===== src/rtl/norm2_host_if.sv =====
// Bundle of the sample stream, result stream, status and kernel control port
// between norm2_host (master) and its environment (slave).
interface norm2_host_if #(
  parameter int AW = 10,
  parameter int DW = 27
);
  logic                 s_valid;
  logic                 s_ready;
  logic signed [DW-1:0] s_data;
  logic                 m_valid;
  logic                 m_ready;
  logic signed [63:0]   m_data;
  logic                 busy;
  logic                 err;
  logic                 k_r_enable;
  logic [AW-1:0]        k_init_i;
  logic [63:0]          k_init_acc;
  logic                 k_controlArr;
  logic                 k_arr_we;
  logic [AW-1:0]        k_arr_addr;
  logic signed [DW-1:0] k_arr_wdata;
  logic signed [DW-1:0] k_arr_rdata;
  logic                 k_w_enable;
  logic signed [63:0]   k_result;

  modport master (
    input  s_valid, s_data, m_ready, k_arr_rdata, k_w_enable, k_result,
    output s_ready, m_valid, m_data, busy, err, k_r_enable, k_init_i,
           k_init_acc, k_controlArr, k_arr_we, k_arr_addr, k_arr_wdata
  );

  modport slave (
    output s_valid, s_data, m_ready, k_arr_rdata, k_w_enable, k_result,
    input  s_ready, m_valid, m_data, busy, err, k_r_enable, k_init_i,
           k_init_acc, k_controlArr, k_arr_we, k_arr_addr, k_arr_wdata
  );
endinterface


===== src/rtl/norm2_host.sv =====
// Host-side driver for the sum-of-squares kernel: loads a job of samples into
// the kernel array, optionally checks a readback checksum, runs the kernel.
//
// state  | meaning
// IDLE   | waiting for the first sample of a job
// LOAD   | writing samples to the array; drain_q = final write still in flight
// VERIFY | reading the array back, folding the data into ck_r
// START  | array released to the kernel, one-cycle start pulse
// WAIT   | waiting for kernel done or timeout
// OUT    | holding the result until it is accepted
module norm2_host #(
  parameter int          N       = 1000,
  parameter int          AW      = 10,
  parameter int          DW      = 27,
  parameter bit          VERIFY  = 1'b1,
  parameter logic [31:0] TIMEOUT = 32'd20000
) (
  input logic          clk,
  input logic          rst_n,
  norm2_host_if.master bus
);

  localparam int            RW       = AW + 1;
  localparam logic [AW-1:0] IDX_LAST = AW'(N - 1);
  localparam logic [RW-1:0] RD_LAST  = RW'(N - 1);
  localparam logic [RW-1:0] RD_END   = RW'(N);
  localparam logic [31:0]   TMR_LAST = TIMEOUT - 32'd1;

  typedef enum logic [2:0] {S_IDLE, S_LOAD, S_VERIFY, S_START, S_WAIT, S_OUT} state_t;

  state_t               state_q, state_d;
  logic [AW-1:0]        idx_q, idx_d;
  logic [RW-1:0]        vcnt_q, vcnt_d;
  logic                 drain_q, drain_d;
  logic [DW-1:0]        ck_w_q, ck_w_d;
  logic [DW-1:0]        ck_r_q, ck_r_d;
  logic [31:0]          tmr_q, tmr_d;
  logic                 s_ready_q, s_ready_d;
  logic                 m_valid_q, m_valid_d;
  logic signed [63:0]   m_data_q, m_data_d;
  logic                 busy_q, busy_d;
  logic                 err_q, err_d;
  logic                 r_en_q, r_en_d;
  logic                 ctrl_q, ctrl_d;
  logic                 we_q, we_d;
  logic [AW-1:0]        addr_q, addr_d;
  logic signed [DW-1:0] wdata_q, wdata_d;
  logic                 accept;

  assign accept = bus.s_valid && s_ready_q;

  always_ff @(posedge clk) begin
    if (!rst_n) begin
      state_q   <= S_IDLE;
      idx_q     <= '0;
      vcnt_q    <= '0;
      drain_q   <= 1'b0;
      ck_w_q    <= '0;
      ck_r_q    <= '0;
      tmr_q     <= '0;
      s_ready_q <= 1'b0;
      m_valid_q <= 1'b0;
      m_data_q  <= '0;
      busy_q    <= 1'b0;
      err_q     <= 1'b0;
      r_en_q    <= 1'b0;
      ctrl_q    <= 1'b1;
      we_q      <= 1'b0;
      addr_q    <= '0;
      wdata_q   <= '0;
    end else begin
      state_q   <= state_d;
      idx_q     <= idx_d;
      vcnt_q    <= vcnt_d;
      drain_q   <= drain_d;
      ck_w_q    <= ck_w_d;
      ck_r_q    <= ck_r_d;
      tmr_q     <= tmr_d;
      s_ready_q <= s_ready_d;
      m_valid_q <= m_valid_d;
      m_data_q  <= m_data_d;
      busy_q    <= busy_d;
      err_q     <= err_d;
      r_en_q    <= r_en_d;
      ctrl_q    <= ctrl_d;
      we_q      <= we_d;
      addr_q    <= addr_d;
      wdata_q   <= wdata_d;
    end
  end

  always_comb begin
    state_d   = state_q;
    idx_d     = idx_q;
    vcnt_d    = vcnt_q;
    drain_d   = drain_q;
    ck_w_d    = ck_w_q;
    ck_r_d    = ck_r_q;
    tmr_d     = tmr_q;
    m_valid_d = m_valid_q;
    m_data_d  = m_data_q;
    err_d     = err_q;
    r_en_d    = 1'b0;
    we_d      = 1'b0;
    addr_d    = addr_q;
    wdata_d   = wdata_q;

    case (state_q)
      S_IDLE, S_LOAD: begin
        // The last write lands one cycle after its handshake, so the array
        // port is only reused (or released) after that drain cycle.
        if (drain_q) begin
          drain_d = 1'b0;
          addr_d  = '0;
          vcnt_d  = '0;
          ck_r_d  = '0;
          if (VERIFY) begin
            state_d = S_VERIFY;
          end else begin
            state_d = S_START;
            r_en_d  = 1'b1;
          end
        end else if (accept) begin
          we_d    = 1'b1;
          addr_d  = idx_q;
          wdata_d = bus.s_data;
          state_d = S_LOAD;
          if (state_q == S_IDLE) begin
            ck_w_d = bus.s_data;
            err_d  = 1'b0;
          end else begin
            ck_w_d = ck_w_q ^ bus.s_data;
          end
          if (idx_q == IDX_LAST) begin
            idx_d   = '0;
            drain_d = 1'b1;
          end else begin
            idx_d = idx_q + 1'b1;
          end
        end
      end
      S_VERIFY: begin
        // Read data trails the address by one cycle: cycle 0 has nothing to fold.
        if (vcnt_q != '0) ck_r_d = ck_r_q ^ bus.k_arr_rdata;
        if (vcnt_q == RD_END) begin
          if ((ck_r_q ^ bus.k_arr_rdata) != ck_w_q) err_d = 1'b1;
          state_d = S_START;
          r_en_d  = 1'b1;
        end else begin
          vcnt_d = vcnt_q + 1'b1;
          if (vcnt_q < RD_LAST) addr_d = addr_q + 1'b1;
        end
      end
      S_START: begin
        state_d = S_WAIT;
        tmr_d   = '0;
      end
      S_WAIT: begin
        // k_w_enable still shows the previous job's done in the first cycle.
        if (tmr_q != '0 && bus.k_w_enable) begin
          m_data_d  = bus.k_result;
          m_valid_d = 1'b1;
          state_d   = S_OUT;
        end else if (tmr_q >= TMR_LAST) begin
          err_d     = 1'b1;
          m_data_d  = '0;
          m_valid_d = 1'b1;
          state_d   = S_OUT;
        end else begin
          tmr_d = tmr_q + 32'd1;
        end
      end
      S_OUT: begin
        if (bus.m_ready) begin
          m_valid_d = 1'b0;
          state_d   = S_IDLE;
        end
      end
      default: state_d = S_IDLE;
    endcase

    s_ready_d = (state_d == S_IDLE) || (state_d == S_LOAD && !drain_d);
    ctrl_d    = !(state_d == S_START || state_d == S_WAIT || state_d == S_OUT);
    busy_d    = (state_d != S_IDLE);
  end

  assign bus.s_ready      = s_ready_q;
  assign bus.m_valid      = m_valid_q;
  assign bus.m_data       = m_data_q;
  assign bus.busy         = busy_q;
  assign bus.err          = err_q;
  assign bus.k_r_enable   = r_en_q;
  assign bus.k_init_i     = '0;
  assign bus.k_init_acc   = '0;
  assign bus.k_controlArr = ctrl_q;
  assign bus.k_arr_we     = we_q;
  assign bus.k_arr_addr   = addr_q;
  assign bus.k_arr_wdata  = wdata_q;

endmodule


===== src/flat_wrapper.sv =====
// flat-port wrapper written by rule: the top's interface ports become plain ports
module norm2_host_flat 
#(
  parameter int          N       = 1000,
  parameter int          AW      = 10,
  parameter int          DW      = 27,
  parameter bit          VERIFY  = 1'b1,
  parameter logic [31:0] TIMEOUT = 32'd20000
)
  (clk, rst_n, bus_s_valid, bus_s_data, bus_m_ready, bus_k_arr_rdata, bus_k_w_enable, bus_k_result, bus_s_ready, bus_m_valid, bus_m_data, bus_busy, bus_err, bus_k_r_enable, bus_k_init_i, bus_k_init_acc, bus_k_controlArr, bus_k_arr_we, bus_k_arr_addr, bus_k_arr_wdata);
  norm2_host_if #(.AW(AW), .DW(DW)) bus_i ();
  input logic clk;
  input logic rst_n;
  input wire logic [$bits(bus_i.s_valid)-1:0] bus_s_valid;
  input wire logic [$bits(bus_i.s_data)-1:0] bus_s_data;
  input wire logic [$bits(bus_i.m_ready)-1:0] bus_m_ready;
  input wire logic [$bits(bus_i.k_arr_rdata)-1:0] bus_k_arr_rdata;
  input wire logic [$bits(bus_i.k_w_enable)-1:0] bus_k_w_enable;
  input wire logic [$bits(bus_i.k_result)-1:0] bus_k_result;
  output wire logic [$bits(bus_i.s_ready)-1:0] bus_s_ready;
  output wire logic [$bits(bus_i.m_valid)-1:0] bus_m_valid;
  output wire logic [$bits(bus_i.m_data)-1:0] bus_m_data;
  output wire logic [$bits(bus_i.busy)-1:0] bus_busy;
  output wire logic [$bits(bus_i.err)-1:0] bus_err;
  output wire logic [$bits(bus_i.k_r_enable)-1:0] bus_k_r_enable;
  output wire logic [$bits(bus_i.k_init_i)-1:0] bus_k_init_i;
  output wire logic [$bits(bus_i.k_init_acc)-1:0] bus_k_init_acc;
  output wire logic [$bits(bus_i.k_controlArr)-1:0] bus_k_controlArr;
  output wire logic [$bits(bus_i.k_arr_we)-1:0] bus_k_arr_we;
  output wire logic [$bits(bus_i.k_arr_addr)-1:0] bus_k_arr_addr;
  output wire logic [$bits(bus_i.k_arr_wdata)-1:0] bus_k_arr_wdata;
  assign bus_i.s_valid = bus_s_valid;
  assign bus_i.s_data = bus_s_data;
  assign bus_i.m_ready = bus_m_ready;
  assign bus_i.k_arr_rdata = bus_k_arr_rdata;
  assign bus_i.k_w_enable = bus_k_w_enable;
  assign bus_i.k_result = bus_k_result;
  assign bus_s_ready = bus_i.s_ready;
  assign bus_m_valid = bus_i.m_valid;
  assign bus_m_data = bus_i.m_data;
  assign bus_busy = bus_i.busy;
  assign bus_err = bus_i.err;
  assign bus_k_r_enable = bus_i.k_r_enable;
  assign bus_k_init_i = bus_i.k_init_i;
  assign bus_k_init_acc = bus_i.k_init_acc;
  assign bus_k_controlArr = bus_i.k_controlArr;
  assign bus_k_arr_we = bus_i.k_arr_we;
  assign bus_k_arr_addr = bus_i.k_arr_addr;
  assign bus_k_arr_wdata = bus_i.k_arr_wdata;
  norm2_host #(.N(N), .AW(AW), .DW(DW), .VERIFY(VERIFY), .TIMEOUT(TIMEOUT)) u_core (.clk(clk), .rst_n(rst_n), .bus(bus_i));
endmodule

===== config.mk =====
export PLATFORM = sky130hd
export DESIGN_NAME = norm2_host_flat
export DESIGN_NICKNAME = d
export VERILOG_FILES = /design/src/rtl/norm2_host_if.sv /design/src/rtl/norm2_host.sv /design/src/flat_wrapper.sv
export SDC_FILE = /design/constraint.sdc
export NUM_CORES = 1
export LEC_CHECK = 0
export BUFFER_PORTS_ARGS = -buffer_cell sky130_fd_sc_hd__buf_2
export CAP_MARGIN = 25
export CELL_PAD_IN_SITES_DETAIL_PLACEMENT = 1
export CELL_PAD_IN_SITES_GLOBAL_PLACEMENT = 2
export CORE_AREA = 2 2 188 190
export DETAILED_ROUTE_END_ITERATION = 10
export DIE_AREA = 0 0 190 192
export PLACE_DENSITY_LB_ADDON = 0.1
export SLEW_MARGIN = 0
export SYNTH_ARGS = -nofsm -noshare
export SYNTH_HDL_FRONTEND = slang
export SYNTH_SLANG_ARGS = --single-unit

===== constraint.sdc =====
create_clock -name clk -period 3 [get_ports clk]
set_clock_uncertainty 0.15 [all_clocks]
set_input_delay 0.6 -clock clk [delete_from_list [all_inputs] [get_ports clk]]
set_output_delay 0.6 -clock clk [all_outputs]
set_load 0.01 [all_outputs]

Word-level counts from Yosys, hierarchy flattened
Index checks and enable logic that the tools add are counted.
{"block": "totals", "ff_bits": 219, "input_bits": 123, "output_inout_bits": 182, "word_cells": 126}
{"block": "op_classes", "addsub": 4, "magnitude_cmp": 2, "n_eq_ne": 27, "mux": 42, "bitwise_logic": 5, "reduce_logical": 29}
{"cell": "$mux W64", "count": 2}
{"cell": "$mux W27", "count": 3}
{"cell": "$mux W32", "count": 2}
{"cell": "$pmux W32 S2", "count": 1}
{"cell": "$pmux W27 S2", "count": 1}
{"cell": "$xor A27 B27 Y27", "count": 2}
{"cell": "$mux W10", "count": 5}
{"cell": "$add A32 B1 Y32 const B", "count": 1}
{"cell": "$ge A32 B15 Y1 const B", "count": 1}
{"cell": "$reduce_bool A32 Y1", "count": 1}
{"cell": "$ne A27 B27 Y1", "count": 1}
{"cell": "$mux W11", "count": 2}
{"cell": "$pmux W11 S2", "count": 1}
{"cell": "$add A10 B1 Y10 const B", "count": 2}
{"cell": "$pmux W10 S2", "count": 1}
{"cell": "$mux W3", "count": 6}
{"cell": "$ne A2 B1 Y1 const B", "count": 8}
{"cell": "$mux W1", "count": 15}
{"cell": "$pmux W3 S5", "count": 1}
{"cell": "$reduce_and A3 Y1", "count": 5}
{"cell": "$eq A3 B3 Y1 const B", "count": 4}
{"cell": "$add A11 B1 Y11 const B", "count": 1}
{"cell": "$eq A11 B10 Y1 const B", "count": 1}
{"cell": "$lt A11 B10 Y1 const B", "count": 1}
{"cell": "other kinds (20)", "count": 41}

Logic depth before layout (Yosys ltp)
{"block": "logic_depth", "word_depth": 8, "ltp_mapped": 10}

Worst setup path after synthesis
No wires, ideal clock.
{"block": "synth_timing", "path_type": "register -> register", "startpoint": "reg u_core.tmr_q[0]", "endpoint": "reg u_core.m_data_q[17], in the netlist u_core.bus.m_data[17]", "setup_time_ps": 118, "t_arrival_ps": 2044, "setup_slack_ps": 687, "stages_incl_launch_ff": 10, "n_path_buf": 2, "period_less_slack_ps": 2313, "cell_sequence": "dfxtp_1 > ha_1 > nand4_1 > a2111oi_0 > a21oi_1 > a211o_1 > buf_2 > buf_2 > a22oi_1 > nor2b_1"}
{"block": "synth_between", "elab_chain_cells": 4}
{"item": "start: declaration", "line_no": "norm2_host.sv:37", "text": "logic [31:0] tmr_q, tmr_d;"}
{"item": "start signal: assignment", "line_no": "norm2_host.sv:78", "text": "tmr_q <= tmr_d;"}
{"item": "branches (longest 4 deep; another with $ge A32 B15 Y1)"}
{"item": "end signal: assignment", "line_no": "norm2_host.sv:81", "text": "m_data_q <= m_data_d;"}
{"item": "end: declaration", "line_no": "norm2_host.sv:40", "text": "logic signed [63:0] m_data_q, m_data_d;"}
Several ways; the timed one is not identified.
A chain may end at the register's enable or synchronous reset.

Final worst setup path
{"block": "layout_timing", "startpoint": "reg u_core.tmr_q[0]", "endpoint": "reg u_core.m_data_q[15], in the netlist u_core.bus.m_data[15]"}
Same word-level chain as after synthesis.

==> impl_metrics.tcl <==
set metrics [dict create \
    tns_ns 0 \
    clock_path_buffers 3 \
    r2r_end "u_core.bus.m_data[15]$_SDFFE_PN0P_" \
    yosysMostFrequentCell "dfxtp_1" \
    pin_count 305 \
    crit_end "u_core.bus.m_data[15]$_SDFFE_PN0P_" \
    postSynthAreaPerCell_sq_um 8.86 \
    path_max_fanout 64 \
    dr.pass1.iters 4 \
    synth_area_leaders "dfxtp_1 41%, nor2b_1 6.6%, a22oi_1 5.5%" \
    cpPeakStageDelay_ns 0.44 \
    cp_cell_sequence "ha_1, nand4_1, a2111oi_0, a21oi_1, a211o_2, buf_12, a22oi_1, nor2b_1" \
    start_util_pct 30.9 \
    syn-instance-count 1194 \
    yosysSeqAreaShare_pct 41.4 \
    status "finished, final reports clean" \
    grt_pass1_wl_um 50300 \
    pwr-share-clk_pct 48.6 \
    yosys.cell_types.count 56 \
    synth-async-reset-ratio_pct 0 \
    ff2ff_path_depth 8 \
    die_area_sq_um 36500 \
    finalHoldViolations 0 \
    peakVddDrop_mv 0.383 \
    die_h_um 192 \
    p_sw_mw 1.67 \
    drive_above_1_share_pct 21.9 \
    cts_tree "done" \
    powerDensity_nw_per_um2 536 \
    ys_warn_count 0 \
    slew_headroom_pct 60.4 \
    nets 1523 \
    synth-edff-count 0 \
    timing.rr.start "u_core.tmr_q[0]$_SDFFE_PN0P_" \
    numCtsBuffers 28 \
    slew_viol_final 0 \
    grtUsageTotal_pct 17.1 \
    drc 0 \
    yosysTopAreaCell "dfxtp_1" \
    wirelength_um 32200 \
    cts_root_buf "clkbuf_16" \
    coreArea_sq_um 34300 \
    hpwl_um 22000 \
    comb_power_share_pct 7.6 \
    required_ns 3.29 \
    path_buf_inv 1 \
    pwr-share-seq_pct 43.8 \
    internal_power_mw 5.23 \
    period_share_pct 88.0 \
    netlist_area_sq_um 10600 \
    ant_nets 0 \
    vias_per_cell 4.78 \
    worst_pin_slew_ns 0.595 \
    rsz0062_at_grt "no" \
    hold_path_depth 3 \
    grt_max_degree 98 \
    end_kind "register" \
    num_vias 8966 \
    std_cell_rows 68 \
    antenna_found_initial 7 \
    clk_pin_slew_worst_paths_ns 0.06 \
    critPathKind "register to register" \
    power_mw 6.90 \
    leakagePower_nw 5.19 \
    postCtsSetupRepairBufs 0 \
    cp_slowest_cell "a2111oi_0" \
    wire_per_inst_um 17.1 \
    critPathLaunchType "register" \
    gp_congestion 0.711 \
    arrival_ns 2.93 \
    insertion_delay_ns 0.55 \
    clkSinkCount 219 \
    finalCriticalPeriod_ns 2.64 \
    cpLargestDelayFamily "compound AO/OA/AOI/OAI gates" \
    grt_overflow 0 \
    p_sw_share_pct 24.2 \
    grt_pass1_vias 8969 \
    synthTopCellsByCount "219 x dfxtp_1, 112 x nor2b_1, 93 x nor2_1" \
    timing.max_cap.violations 0 \
    ys_ff_latch 219 \
    r2r_slack_ns 0.36 \
    crit_start "u_core.tmr_q[0]$_SDFFE_PN0P_" \
    crit_cells 8 \
    die_w_um 190 \
    areaGrowthSynthToFinish_pct 21.6 \
    ys.flop_type "dfxtp_1" \
    drt_iter0_drc 343 \
    synth_top_area_share_pct 41.4 \
    cts_htree_levels 1 \
    setup_viol 0 \
    min_path_type "input pin to register" \
    fmax_ghz 0.379 \
    numPortBuffers 230 \
]
-- cell families (layout without fill, tap and decap cells) --
kind of cell	after synthesis	in the layout	synth area share, %
xor gates and xnor gates	52	52	6.65
adders and majority gates	6	6	0.709
buffers and inverters	165	312	8.75
muxes	13	13	1.23
AOI/OAI and AO/OA	309	309	19.8
DFF	219	219	41.4
other	1	81	0.0354
and+or+nand+nor	429	429	21.4
-- routing by layer --
| metal | vias to the layer above | GRT usage [%] | part of all wire (%) |
|---|---|---|---|
| li1 | 4450 | - | - |
| met1 | 4292 | 22.1 | 45 |
| met2 | 175 | 28.7 | 47 |
| met3 | 47 | 4.04 | 5.5 |
| met4 | 2 | 4.08 | 2.2 |
| met5 | - | 0 | 0.040 |
-- layout make-up --
| type | count | area [sq um] |
|---|---|---|
| repair buffers | 250 | 1370 |
| fillers | 4049 | 21400 |
| diodes | 7 | 17.5 |
| well taps | 455 | 569 |
| inverters | 12 | 45.0 |
| multi-input cells | 883 | 5570 |
| clock inverters | 12 | 118 |
| flip-flops and latches | 219 | 4390 |
| clock buffers | 38 | 800 |
-- layout by cell type (no fill, tap or decap), types with 12 or more instances in the layout --
| cell | netlist | layout |
|---|---|---|
| nand3_1 | 18 | 18 |
| clkbuf_16 | 0 | 29 |
| nor2b_1 | 112 | 112 |
| xnor2_1 | 28 | 28 |
| inv_1 | 12 | 12 |
| dfxtp_1 | 219 | 218 |
| buf_2 | 11 | 229 |
| nand3b_1 | 27 | 27 |
| nand4_1 | 22 | 22 |
| nor2_1 | 93 | 92 |
| xnor3_1 | 18 | 18 |
| conb_1 | 1 | 74 |
| nand2_1 | 86 | 86 |
| and3_1 | 18 | 18 |
| mux2i_1 | 13 | 13 |
| a22oi_1 | 77 | 77 |
| buf_4 | 74 | 16 |
| o21ai_0 | 86 | 86 |
| a21boi_0 | 72 | 72 |
| a21oi_1 | 29 | 29 |
-- power by group through the flow --
stage | sequential [mW] | clock (mW) | combinational [mW]
final | 3.02 | 3.36 | 0.524
after floorplan | 3.08 | 0 | 0.380
after global routing | 3.03 | 3.58 | 0.586
after global placement | 3.08 | 0 | 0.523
after CTS | 3.02 | 3.47 | 0.534
after detailed placement | 3.09 | 0 | 0.532
-- worst min path at each step --
stage | start | endpoint | slack, ns
detailed placement | u_core.bus.k_arr_wdata[5]$_SDFFE_PN0P_ | u_core.bus.k_arr_wdata[5]$_SDFFE_PN0P_ | 0.30
floorplan | u_core.tmr_q[18]$_SDFFE_PN0P_ | u_core.tmr_q[18]$_SDFFE_PN0P_ | 0.30
CTS | bus_s_data[16] | u_core.bus.k_arr_wdata[16]$_SDFFE_PN0P_ | 0.14
global placement | u_core.bus.k_arr_wdata[14]$_SDFFE_PN0P_ | u_core.bus.k_arr_wdata[14]$_SDFFE_PN0P_ | 0.30
global route | bus_k_result[47] | u_core.bus.m_data[47]$_SDFFE_PN0P_ | 0.16
finish | bus_s_data[16] | u_core.bus.k_arr_wdata[16]$_SDFFE_PN0P_ | 0.16
-- metrics by stage --
step	worst slack, ns	cells	utilization [%]	area, sq um	hold slack [ns]
floorplan	0.687	1267	-	10900	0.303
global placement	0.244	1819	34.8	11900	0.298
detailed placement	0.190	1819	34.8	11900	0.304
CTS	0.169	1869	37.5	12800	0.141
global route	0.0778	1871	37.5	12900	0.165
finish	0.359	1876	37.5	12900	0.164
-- worst min-delay path, cell delays in order --
cell and delay (ns):
buf_2 0.11, nand2_1 0.05, a21boi_0 0.06
-- timing repair --
| item | 4_1_cts | 5_1_grt |
|---|---|---|
| hold buffers | 0 | 0 |
| resized for setup | 0 | 1 |
| setup endpoints to repair | 0 | 11 |
-- state kept, by name (all words and copies together) (netlist names) --
| name | flops |
|---|---|
| u_core.bus.k_arr_we | 1 |
| u_core.bus.k_r_enable | 1 |
| u_core.tmr_q | 32 |
| u_core.state_q | 3 |
| u_core.bus.m_data | 64 |
| u_core.bus.busy | 1 |
| u_core.ck_w_q | 27 |
| u_core.bus.err | 1 |
| u_core.bus.k_arr_addr | 10 |
| u_core.idx_q | 10 |
| u_core.drain_q | 1 |
| u_core.ck_r_q | 27 |
| u_core.bus.k_arr_wdata | 27 |
| u_core.bus.m_valid | 1 |
| u_core.bus.k_controlArr | 1 |
| u_core.vcnt_q | 11 |
| u_core.bus.s_ready | 1 |
No activity file was read; power rests on OpenSTA's default activity.
